### config.mk
export PLATFORM = sky130hd
export DESIGN_NAME = tuning_ctrl
export DESIGN_NICKNAME = d
export VERILOG_FILES = /design/src/rtl/tuning_pkg.sv /design/src/rtl/tuning_ctrl_fq_clamp.sv /design/src/rtl/tuning_ctrl.sv
export SDC_FILE = /design/constraint.sdc
export NUM_CORES = 1
export LEC_CHECK = 0
export CELL_PAD_IN_SITES_DETAIL_PLACEMENT = 0
export CELL_PAD_IN_SITES_GLOBAL_PLACEMENT = 2
export CORE_AREA = 4 4 223 225
export CTS_CLUSTER_DIAMETER = 200
export CTS_CLUSTER_SIZE = 24
export DETAILED_ROUTE_END_ITERATION = 7
export DIE_AREA = 0 0 227 229
export GPL_TIMING_DRIVEN = 0
export PLACE_DENSITY = 0.72
export SYNTH_ARGS = -nofsm -noshare
export SYNTH_HDL_FRONTEND = slang
export SYNTH_SLANG_ARGS = --single-unit
export TNS_END_PERCENT = 100
### constraint.sdc
create_clock -name aclk -period 11 [get_ports aclk]
set_input_delay 2.75 -clock aclk [delete_from_list [all_inputs] [get_ports aclk]]
set_output_delay 2.75 -clock aclk [all_outputs]
set_load 0.02 [all_outputs]
### src/rtl/tuning_pkg.sv
`default_nettype none
// ============================================================================
//  Module      : tuning_pkg
//  Description : Shared constants, step table and FSM state encoding for the
//                tuning controller.
//  Revision    : 1.0 - initial release
// ============================================================================
package tuning_pkg;

    localparam int NUM_STEPS = 7;

    // Step index shown after reset (1 kHz)
    localparam logic [2:0] STEP_IDX_RST = 3'd3;
    localparam logic [2:0] STEP_IDX_MAX = 3'(NUM_STEPS - 1);

    // Step sizes in Hz, index 0 is the finest step
    localparam logic [NUM_STEPS-1:0][31:0] STEP_TABLE = {
        32'd1_000_000, 32'd100_000, 32'd10_000, 32'd1_000,
        32'd100, 32'd10, 32'd1
    };

    typedef enum logic [2:0] {
        INIT  = 3'd0,
        IDLE  = 3'd1,
        MUL   = 3'd2,
        CLAMP = 3'd3,
        SEND  = 3'd4
    } tuning_state_t;

    // Advance a step index, wrapping from the last entry back to the first
    function automatic logic [2:0] step_wrap(input logic [2:0] idx);
        return (idx == STEP_IDX_MAX) ? 3'd0 : idx + 3'd1;
    endfunction

endpackage
`default_nettype wire

### src/rtl/tuning_ctrl_fq_clamp.sv
`default_nettype none
// ============================================================================
//  Module      : fq_clamp
//  Description : Combinational saturating clamp of a signed FQ_WIDTH+2-bit
//                value into the unsigned band [F_MIN, F_MAX].
//  Revision    : 1.0 - initial release
// ============================================================================
module fq_clamp
    import tuning_pkg::*;
#(
    parameter int FQ_WIDTH = 32,
    parameter int F_MIN    = 100_000,
    parameter int F_MAX    = 30_000_000
) (
    input  logic signed [FQ_WIDTH+1:0] sum,
    output logic        [FQ_WIDTH-1:0] fq
);

    localparam logic signed [FQ_WIDTH+1:0] c_min = (FQ_WIDTH+2)'(F_MIN);
    localparam logic signed [FQ_WIDTH+1:0] c_max = (FQ_WIDTH+2)'(F_MAX);

    // Saturate below/above the band; the extra sign bits prevent any wrap
    always_comb begin
        if (sum < c_min) begin
            fq = FQ_WIDTH'(F_MIN);
        end else if (sum > c_max) begin
            fq = FQ_WIDTH'(F_MAX);
        end else begin
            fq = sum[FQ_WIDTH-1:0];
        end
    end

endmodule
`default_nettype wire

### src/rtl/tuning_ctrl.sv
`default_nettype none
// ============================================================================
//  Module      : tuning_ctrl
//  Description : Dial/preset tuning controller. Scales signed dial deltas by
//                the selected step, accumulates and clamps the frequency word
//                and hands each new word to the NCO over valid/ready.
//                Optional macro TUNING_CTRL_ACCEL_EN: large deltas use the
//                next coarser step.
//  Revision    : 1.0 - initial release
// ============================================================================
module tuning_ctrl
    import tuning_pkg::*;
#(
    parameter int FQ_WIDTH     = 32,
    parameter int F_MIN        = 100_000,
    parameter int F_MAX        = 30_000_000,
    parameter int F_RESET      = 7_000_000,
    parameter int ACCEL_THRESH = 4
) (
    input  logic                aclk,
    input  logic                aresetn,
    input  logic [7:0]          fq_inc,
    input  logic                fq_inc_valid,
    input  logic                step_btn,
    input  logic                band_load,
    input  logic [FQ_WIDTH-1:0] band_fq,
    output logic [FQ_WIDTH-1:0] m_fq,
    output logic                m_valid,
    input  logic                m_ready,
    output logic [2:0]          step_idx,
    output logic                busy
);

`ifdef TUNING_CTRL_ACCEL_EN
    localparam bit c_accel_en = 1'b1;
`else
    localparam bit c_accel_en = 1'b0;
`endif
    localparam logic [11:0] c_thresh = 12'(ACCEL_THRESH);

    tuning_state_t r_state, w_state_nxt;

    logic                       r_inc_valid_q;
    logic signed [11:0]         r_pend;
    logic                       r_pend_load;
    logic [FQ_WIDTH-1:0]        r_pend_fq;
    logic signed [11:0]         r_delta;
    logic [2:0]                 r_step_sel;
    logic [2:0]                 r_step_idx;
    logic                       r_is_load;
    logic [FQ_WIDTH-1:0]        r_load_fq;
    logic signed [FQ_WIDTH+1:0] r_prod;
    logic [FQ_WIDTH-1:0]        r_fq;

    logic                       w_edge;
    logic signed [12:0]         w_inc_ext;
    logic signed [12:0]         w_pend_sum;
    logic signed [11:0]         w_pend_sat;
    logic [11:0]                w_abs;
    logic [2:0]                 w_step_eff;
    logic                       w_load_req;
    logic [FQ_WIDTH-1:0]        w_load_val;
    logic                       w_dispatch;
    logic signed [FQ_WIDTH+1:0] w_sum;
    logic [FQ_WIDTH-1:0]        w_clamped;

    assign w_edge     = fq_inc_valid & ~r_inc_valid_q;
    assign w_inc_ext  = w_edge ? 13'(signed'(fq_inc)) : 13'sd0;
    assign w_pend_sum = 13'(r_pend) + w_inc_ext;
    // A load arriving this very cycle is newer than any latched one
    assign w_load_req = r_pend_load | band_load;
    assign w_load_val = band_load ? band_fq : r_pend_fq;
    // New work is taken in IDLE or on the cycle the NCO accepts a word
    assign w_dispatch = (r_state == IDLE) || ((r_state == SEND) && m_ready);

    // Saturating merge of pending and incoming delta, plus effective step
    always_comb begin
        w_pend_sat = w_pend_sum[11:0];
        if (w_pend_sum > 13'sd2047) begin
            w_pend_sat = 12'sd2047;
        end else if (w_pend_sum < -13'sd2047) begin
            w_pend_sat = -12'sd2047;
        end
        w_abs      = w_pend_sat[11] ? 12'(-w_pend_sat) : 12'(w_pend_sat);
        w_step_eff = r_step_idx;
        if (c_accel_en && (w_abs >= c_thresh) && (r_step_idx < STEP_IDX_MAX)) begin
            w_step_eff = r_step_idx + 3'd1;
        end
    end

    // Next-state decode
    always_comb begin
        w_state_nxt = r_state;
        case (r_state)
            INIT:    w_state_nxt = SEND;
            MUL:     w_state_nxt = CLAMP;
            CLAMP:   w_state_nxt = SEND;
            IDLE, SEND: begin
                if (w_dispatch) begin
                    if (w_load_req) begin
                        w_state_nxt = CLAMP;
                    end else if (w_pend_sat != 12'sd0) begin
                        w_state_nxt = MUL;
                    end else begin
                        w_state_nxt = IDLE;
                    end
                end
            end
            default: w_state_nxt = INIT;
        endcase
    end

    // State register
    always_ff @(posedge aclk or negedge aresetn) begin
        if (!aresetn) begin
            r_state <= INIT;
        end else begin
            r_state <= w_state_nxt;
        end
    end

    assign w_sum = r_is_load ? signed'((FQ_WIDTH+2)'(r_load_fq))
                             : signed'((FQ_WIDTH+2)'(r_fq)) + r_prod;

    fq_clamp #(
        .FQ_WIDTH (FQ_WIDTH),
        .F_MIN    (F_MIN),
        .F_MAX    (F_MAX)
    ) u_fq_clamp (
        .sum (w_sum),
        .fq  (w_clamped)
    );

    // Datapath: edge capture, pending jobs, step index, product and word
    always_ff @(posedge aclk or negedge aresetn) begin
        if (!aresetn) begin
            r_inc_valid_q <= 1'b0;
            r_pend        <= '0;
            r_pend_load   <= 1'b0;
            r_pend_fq     <= '0;
            r_delta       <= '0;
            r_step_sel    <= STEP_IDX_RST;
            r_step_idx    <= STEP_IDX_RST;
            r_is_load     <= 1'b0;
            r_load_fq     <= '0;
            r_prod        <= '0;
            r_fq          <= FQ_WIDTH'(F_RESET);
        end else begin
            r_inc_valid_q <= fq_inc_valid;
            if (step_btn) begin
                r_step_idx <= step_wrap(r_step_idx);
            end
            if (w_dispatch) begin
                // A load discards any accumulated delta
                r_pend      <= '0;
                r_pend_load <= 1'b0;
                r_is_load   <= w_load_req;
                r_delta     <= w_pend_sat;
                r_step_sel  <= w_step_eff;
                if (w_load_req) begin
                    r_load_fq <= w_load_val;
                end
            end else begin
                r_pend <= w_pend_sat;
                if (band_load) begin
                    r_pend_load <= 1'b1;
                    r_pend_fq   <= band_fq;
                end
            end
            if (r_state == MUL) begin
                r_prod <= (FQ_WIDTH+2)'(r_delta) *
                          signed'((FQ_WIDTH+2)'(STEP_TABLE[r_step_sel]));
            end
            if (r_state == CLAMP) begin
                r_fq <= w_clamped;
            end
        end
    end

    assign m_fq     = r_fq;
    assign m_valid  = (r_state == SEND);
    assign busy     = (r_state != IDLE);
    assign step_idx = r_step_idx;

endmodule
`default_nettype wire
# ---- Word-level counts from Yosys, hierarchy flattened
# Memories as Yosys holds them, arrays and structs flattened.
# Cells that the tools add are included.
dict set report totals {
  reg_bits 166
  mem_bits_ro 256
  in_bits 46
  output_inout_bits 37
  word_cells 56
  n_memories 1
}
# memory depth word_bits read_ports rd_clocked_by_memory_dff write_ports line
set memory_table {}
lappend memory_table {{(no name shown)} 8 32 1 0 0 tuning_ctrl.sv:172} ;# signed'((FQ_WIDTH+2)'(STEP_TABLE[r_step_sel]));
dict set report op_classes {
  addsub 3
  mul 1
  n_lt_le_gt_ge 5
  eq_ne 7
  muxes 16
  n_bitwise 3
  n_reduce_logical 8
}
# op n
set ops {}
lappend ops {{two-way mux 32 bit} 4}
lappend ops {{two-way mux 12 bit} 3}
lappend ops {{adder 33 x 34 -> 34 bit} 1}
lappend ops {{greater-than comparator 34 x 26 -> 1 bit, second input constant} 1}
lappend ops {{< comparator 34 x 18 -> 1 bit, second input constant} 1}
lappend ops {{multiplier 12 x 33 -> 34 bit} 1}
lappend ops {{two-way mux 34 bit} 1}
lappend ops {{adder 12 x 13 -> 13 bit} 1}
lappend ops {{greater-than comparator 13 x 12 -> 1 bit, second input constant} 1}
lappend ops {{< comparator 13 x 12 -> 1 bit, second input constant} 1}
lappend ops {{two-way mux 13 bit} 1}
lappend ops {{nonzero test 12 bit} 1}
lappend ops {{case mux 3 bit (3 select lines)} 1}
lappend ops {{== test 3 x 2 -> 1 bit, second input constant} 2}
lappend ops {{== test 3 bit, second input constant} 2}
lappend ops {{two-way mux 3 bit} 2}
lappend ops {{< comparator 3 x 4 -> 1 bit, second input constant} 1}
lappend ops {{two-way mux 2 bit} 2}
lappend ops {{OR reduction 2 bit} 2}
lappend ops {{adder 3 x 1 -> 3 bit, second input constant} 1}
lappend ops {{== test 3 x 1 -> 1 bit, second input constant} 1}
lappend ops {{logical NOT 3 bit} 1}
lappend ops {{inequality test 3 x 1 -> 1 bit, second input constant} 1}
lappend ops {{two-way mux 1 bit} 2}
lappend ops {{other kinds (8)} 8}

# ---- Logic depth before layout (Yosys ltp)
dict set report depth {
  depth_word 12
  mapped_depth 27
  mapped_depth_nobuf 26
}

# ---- By module
# From an unflattened synthesis, not the netlist that was laid out.
dict set report hier_totals {
  cells_unflattened 1855
  area_unflattened_um2 17115.2
}
# mod n_inst cells_each area_each_um2 seq_area_each_um2
set by_module_without_submodules {}
lappend by_module_without_submodules {tuning_ctrl 1 1787 16567.1 4174.0}
lappend by_module_without_submodules {fq_clamp 1 68 548.0 0.0}

# ---- Worst setup path before layout
# No wires, ideal clock.
dict set report synth_timing {
  path_kind {register to register}
  startpoint {reg r_step_sel[1]}
  endpoint {reg r_prod[32]}
  arrival_ns 6.607
  slack_ns 4.272
  stages_incl_launch_ff 25
  path_buffers 2
  synth_period_minus_slack_ns 6.728
  cell_sequence {dfstp_2 -> clkbuf_1 -> and2_1 -> clkbuf_1 -> nand2_1 -> inv_1 -> fa_1 -> fa_1 -> fa_1 -> inv_1 -> fa_1 -> fa_1 -> inv_1 -> ha_1 -> a21o_1 -> a21o_1 -> a21o_1 -> a21o_1 -> a21o_1 -> a21o_1 -> a211o_1 -> a2111oi_0 -> nor4bb_1 -> or3_1 -> a41o_1}
}
dict set report synth_between {
  elab_chain_len 3
}
# element line
set synth_lines {}
lappend synth_lines {{start, declared} tuning_ctrl.sv:48} ;# logic [2:0] r_step_sel;
lappend synth_lines {{start signal, assigned} tuning_ctrl.sv:159} ;# r_step_sel <= w_step_eff;
lappend synth_lines {{memory read (8 x 32 bit)} --}
lappend synth_lines {{two-way mux 32 bit (implied by the code)} tuning_ctrl.sv:172}
lappend synth_lines {{multiplier 12 x 33 -> 34 bit} tuning_ctrl.sv:171} ;# r_prod <= (FQ_WIDTH+2)'(r_delta) *
lappend synth_lines {{end signal, assigned} tuning_ctrl.sv:171}
lappend synth_lines {{end, declared} tuning_ctrl.sv:52} ;# logic signed [FQ_WIDTH+1:0] r_prod;
# Every way passes these cells. The select of a mux whose other input is x is not followed.
# A chain may end at the register's enable or synchronous reset.

# ---- Worst setup path after layout
# Same ends and word-level chain as after synthesis.

==> flow_metrics.py <==
metrics = {
    "run_status": {
        "status": "finished, final reports clean",
    },
    "placed_design": {
        "dp_hpwl_um": 41200,
        "port_buffers": 81,
        "gp_routability_congestion": 0.889,
    },
    "logic_synthesis": {
        "postSynthCellCount": 1867,
        "synth_ff_type": "dfrtp_1",
        "synth-seq-area-share": 0.245,
        "synth_fp_nets": 2224,
        "yosysUniqueCellTypes": 89,
        "synth_edf_count": 0,
        "synth.avg_cell_area_um2": 9.13,
        "synthArstFlopShare": 1.00,
        "ys_warn_count": 0,
        "ys_ff_latch": 166,
        "yosysTopAreaCellShare": 0.220,
        "synthTopCellsByArea": "dfrtp_1, fa_1, ha_1",
        "netlist_top_cells_count": "nand2_1, inv_1, fa_1",
        "syn_area_um2": 17100,
        "synth_area_leader_cell": "dfrtp_1",
        "synth_most_common_cell": "nand2_1",
    },
    "die": {
        "ioPinCount": 83,
        "fp.dieW_um": 227,
        "placementRows": 80,
        "initial_core_util": 0.359,
        "core_um2": 47500,
        "dieHeight_um": 229,
        "die_area_um2": 52000,
    },
    "setup_path": {
        "critPathLaunchType": "flip-flop",
        "critPathRequiredTime_ns": 11.36,
        "endpoint_kind": "flip-flop",
        "crit_fanout": 10,
        "arrival_ns": 8.46,
        "r2r_slack_ns": 2.90,
        "critical_path_class": "reg2reg",
    },
    "clock_network": {
        "tritoncts": "done",
        "clkSinkCount": 166,
        "ctsResizeCount": 0,
        "path_clk_slew_ns": 0.08,
        "clockBufferDepth": 2,
        "clk_latency_ns": 0.48,
        "post-cts-setup-buffers": 0,
        "cts_made_buffers": 17,
        "hold_buffers": 0,
        "ctsHtreeMaxLevel": 4,
        "root_buffer": "clkbuf_16",
    },
    "min_path": {
        "hp-class": "reg2reg",
    },
    "sta": {
        "rsz0062_at_grt": "no",
        "setup_viol": 0,
        "post-route-period-util": 0.736,
        "slew_headroom": 0.272,
        "timing.fmax_ghz": 0.124,
        "finClkSkew_ns": 0.0141,
        "drv_slew": 0,
        "finalHoldViolCount": 0,
        "tightestPinTransition_ns": 1.09,
        "period_needed_ns": 8.10,
        "timing.setup.tns_ns": 0,
    },
    "power_and_ir_drop": {
        "irDropWorstVdd_uv": 164,
        "p_int_w": 0.00301,
        "switching_share": 0.521,
        "cellLeakagePower_nw": 9.45,
        "p_switching_w": 0.00327,
        "seqPwrFrac": 0.175,
        "p_per_area_nw_per_um2": 326,
        "p_comb_frac": 0.721,
        "pwr-share-clk": 0.104,
    },
    "detailed_routing": {
        "vias": 13542,
        "drtIter0Drc": 759,
        "routed_via_density": 5.21,
        "wl_per_cell_um": 19.2,
        "wl_um": 49900,
        "drt_first_pass_iters": 5,
        "route.detailed.drc": 0,
        "ant_nets": 0,
    },
    "finish": {
        "drive_gt1_frac": 0.0646,
        "nets": 2325,
        "fin_util": 0.406,
        "fill_cells": 4845,
        "area_growth_syn_to_layout_pct": 13.1,
    },
    "global_route": {
        "grt_antenna_before_repair": 1,
        "grt_pass1_vias": 13546,
        "grt_pass1_wl_um": 78200,
        "grt_usage": 0.195,
        "grt_overflow_total": 0,
        "grt_max_degree": 92,
    },
    "job": {
        "drv_cap": 0,
    },
}
[through the flow]
| step | hold WS, ns | total power [W] | setup slack, ns | instances | area, µm² |
|---|---|---|---|---|---|
| after detailed placement | 0.466 | 0.00569 | 2.93 | 2564 | 18700 |
| after global routing | 0.502 | 0.00699 | 2.49 | 2596 | 19300 |
| final | 0.480 | 0.00628 | 2.90 | 2598 | 19300 |
| after CTS | 0.484 | 0.00639 | 2.91 | 2596 | 19300 |
| after floorplan | 0.441 | 0.00437 | 4.27 | 1867 | 17100 |
| after global placement | 0.462 | 0.00568 | -0.0553 | 2563 | 18600 |
[power by group through the flow]
stage                     combinational [W]  clock [W]  sequential (W)
after floorplan                     0.00331          0         0.00105
after global placement              0.00457          0         0.00111
after detailed placement            0.00458          0         0.00111
after CTS                           0.00461   0.000676         0.00110
after global routing                0.00516   0.000702         0.00113
final                               0.00453   0.000654         0.00110
[sequential cells by signal, indices dropped and copies added (netlist names)]
signal / flops
step_idx: 3
r_state: 3
r_prod: 34
m_fq: 32
r_inc_valid_q: 1
r_delta: 12
r_pend: 12
r_pend_fq: 32
r_pend_load: 1
r_is_load: 1
r_step_sel: 3
r_load_fq: 32
[cell usage in the layout (no fill, tap or decap), drive strengths merged, types with 6 or more instances in the layout]
master,count
nand2,247
inv,247
fa,161
ha,150
dfrtp,150
o21ai,127
clkbuf,86
clkdlybuf4s50,80
and2,79
nor2,73
a21oi,70
mux2i,42
mux2,40
a21o,38
xnor2,26
nand3,24
nand2b,19
xor2,18
nor3,17
a31oi,17
o31ai,16
dfstp,16
a211oi,16
nor2b,15
or3,15
o211ai,13
buf,13
and3,12
o21a,12
o21bai,10
nand4,9
o311ai,9
a22oi,9
a211o,7
or2,7
nor3b,7
o22a,6
[final cells by class]
| class | count | area [µm²] | area share |
|---|---|---|---|
| Clock inverter | 13 | 181 | 0.00941 |
| Antenna cell | 2 | 5.00 | 0.000260 |
| Multi-Input combinational cell | 1382 | 11600 | 0.604 |
| Buffer | 80 | 342 | 0.0177 |
| Sequential cell | 166 | 4170 | 0.216 |
| Inverter | 239 | 897 | 0.0465 |
| Clock buffer | 19 | 433 | 0.0225 |
| Timing Repair Buffer | 82 | 843 | 0.0437 |
| Tap cell | 615 | 769 | 0.0399 |
[kinds of logic (layout without fill, tap and decap cells)]
group | Yosys count | after routing | share of synthesized area
AO/OA/AOI/OAI | 396 | 396 | 0.152
XOR/XNOR | 44 | 44 | 0.0226
adder cells (fa/ha/maj) | 311 | 311 | 0.299
buffers and inverters | 319 | 433 | 0.0726
flip-flops | 166 | 166 | 0.245
multiplexers | 82 | 82 | 0.0511
other | 1 | 3 | 0.000220
AND/OR/NAND/NOR | 548 | 548 | 0.157
[worst max-delay path: stages, from the launching register on]
cell and delay [ns]:
dfstp_2 0.40, nor2b_1 0.57, nand2_1 0.34, nand2_1 0.17, clkbuf_1 0.51, nand2_1 0.17
fa_1 0.58, inv_1 0.05, fa_1 0.47, fa_1 0.55, fa_1 0.55, inv_1 0.05
fa_1 0.52, inv_1 0.04, ha_1 0.34, a21o_1 0.17, a21o_1 0.16, a21oi_1 0.33
o31a_1 0.32, o21bai_1 0.24, a211o_1 0.37, a2111oi_0 0.38, nor4bb_1 0.12, or3_1 0.33
a41o_1 0.24
[layer usage]
metal  wire length (µm)  global-route usage  part of all wire
met5                  0                   0                 0
met3               2270              0.0387             0.046
met2              22200               0.293              0.44
met4                590              0.0371             0.012
met1              24800               0.294              0.50
[worst paths after layout]
kind                            endpoint  cells after the start           from
setup / recovery              r_prod[32]                     24  r_step_sel[1]
hold / removal             r_load_fq[27]                      2  r_load_fq[27]
setup reg to reg              r_prod[32]                     24  r_step_sel[1]
hold reg to reg            r_load_fq[27]                      2  r_load_fq[27]
max in group asynchronous        m_fq[7]                      2        aresetn
min in group asynchronous       m_fq[31]                      1        aresetn
No activity file was read; power rests on OpenSTA's default activity.
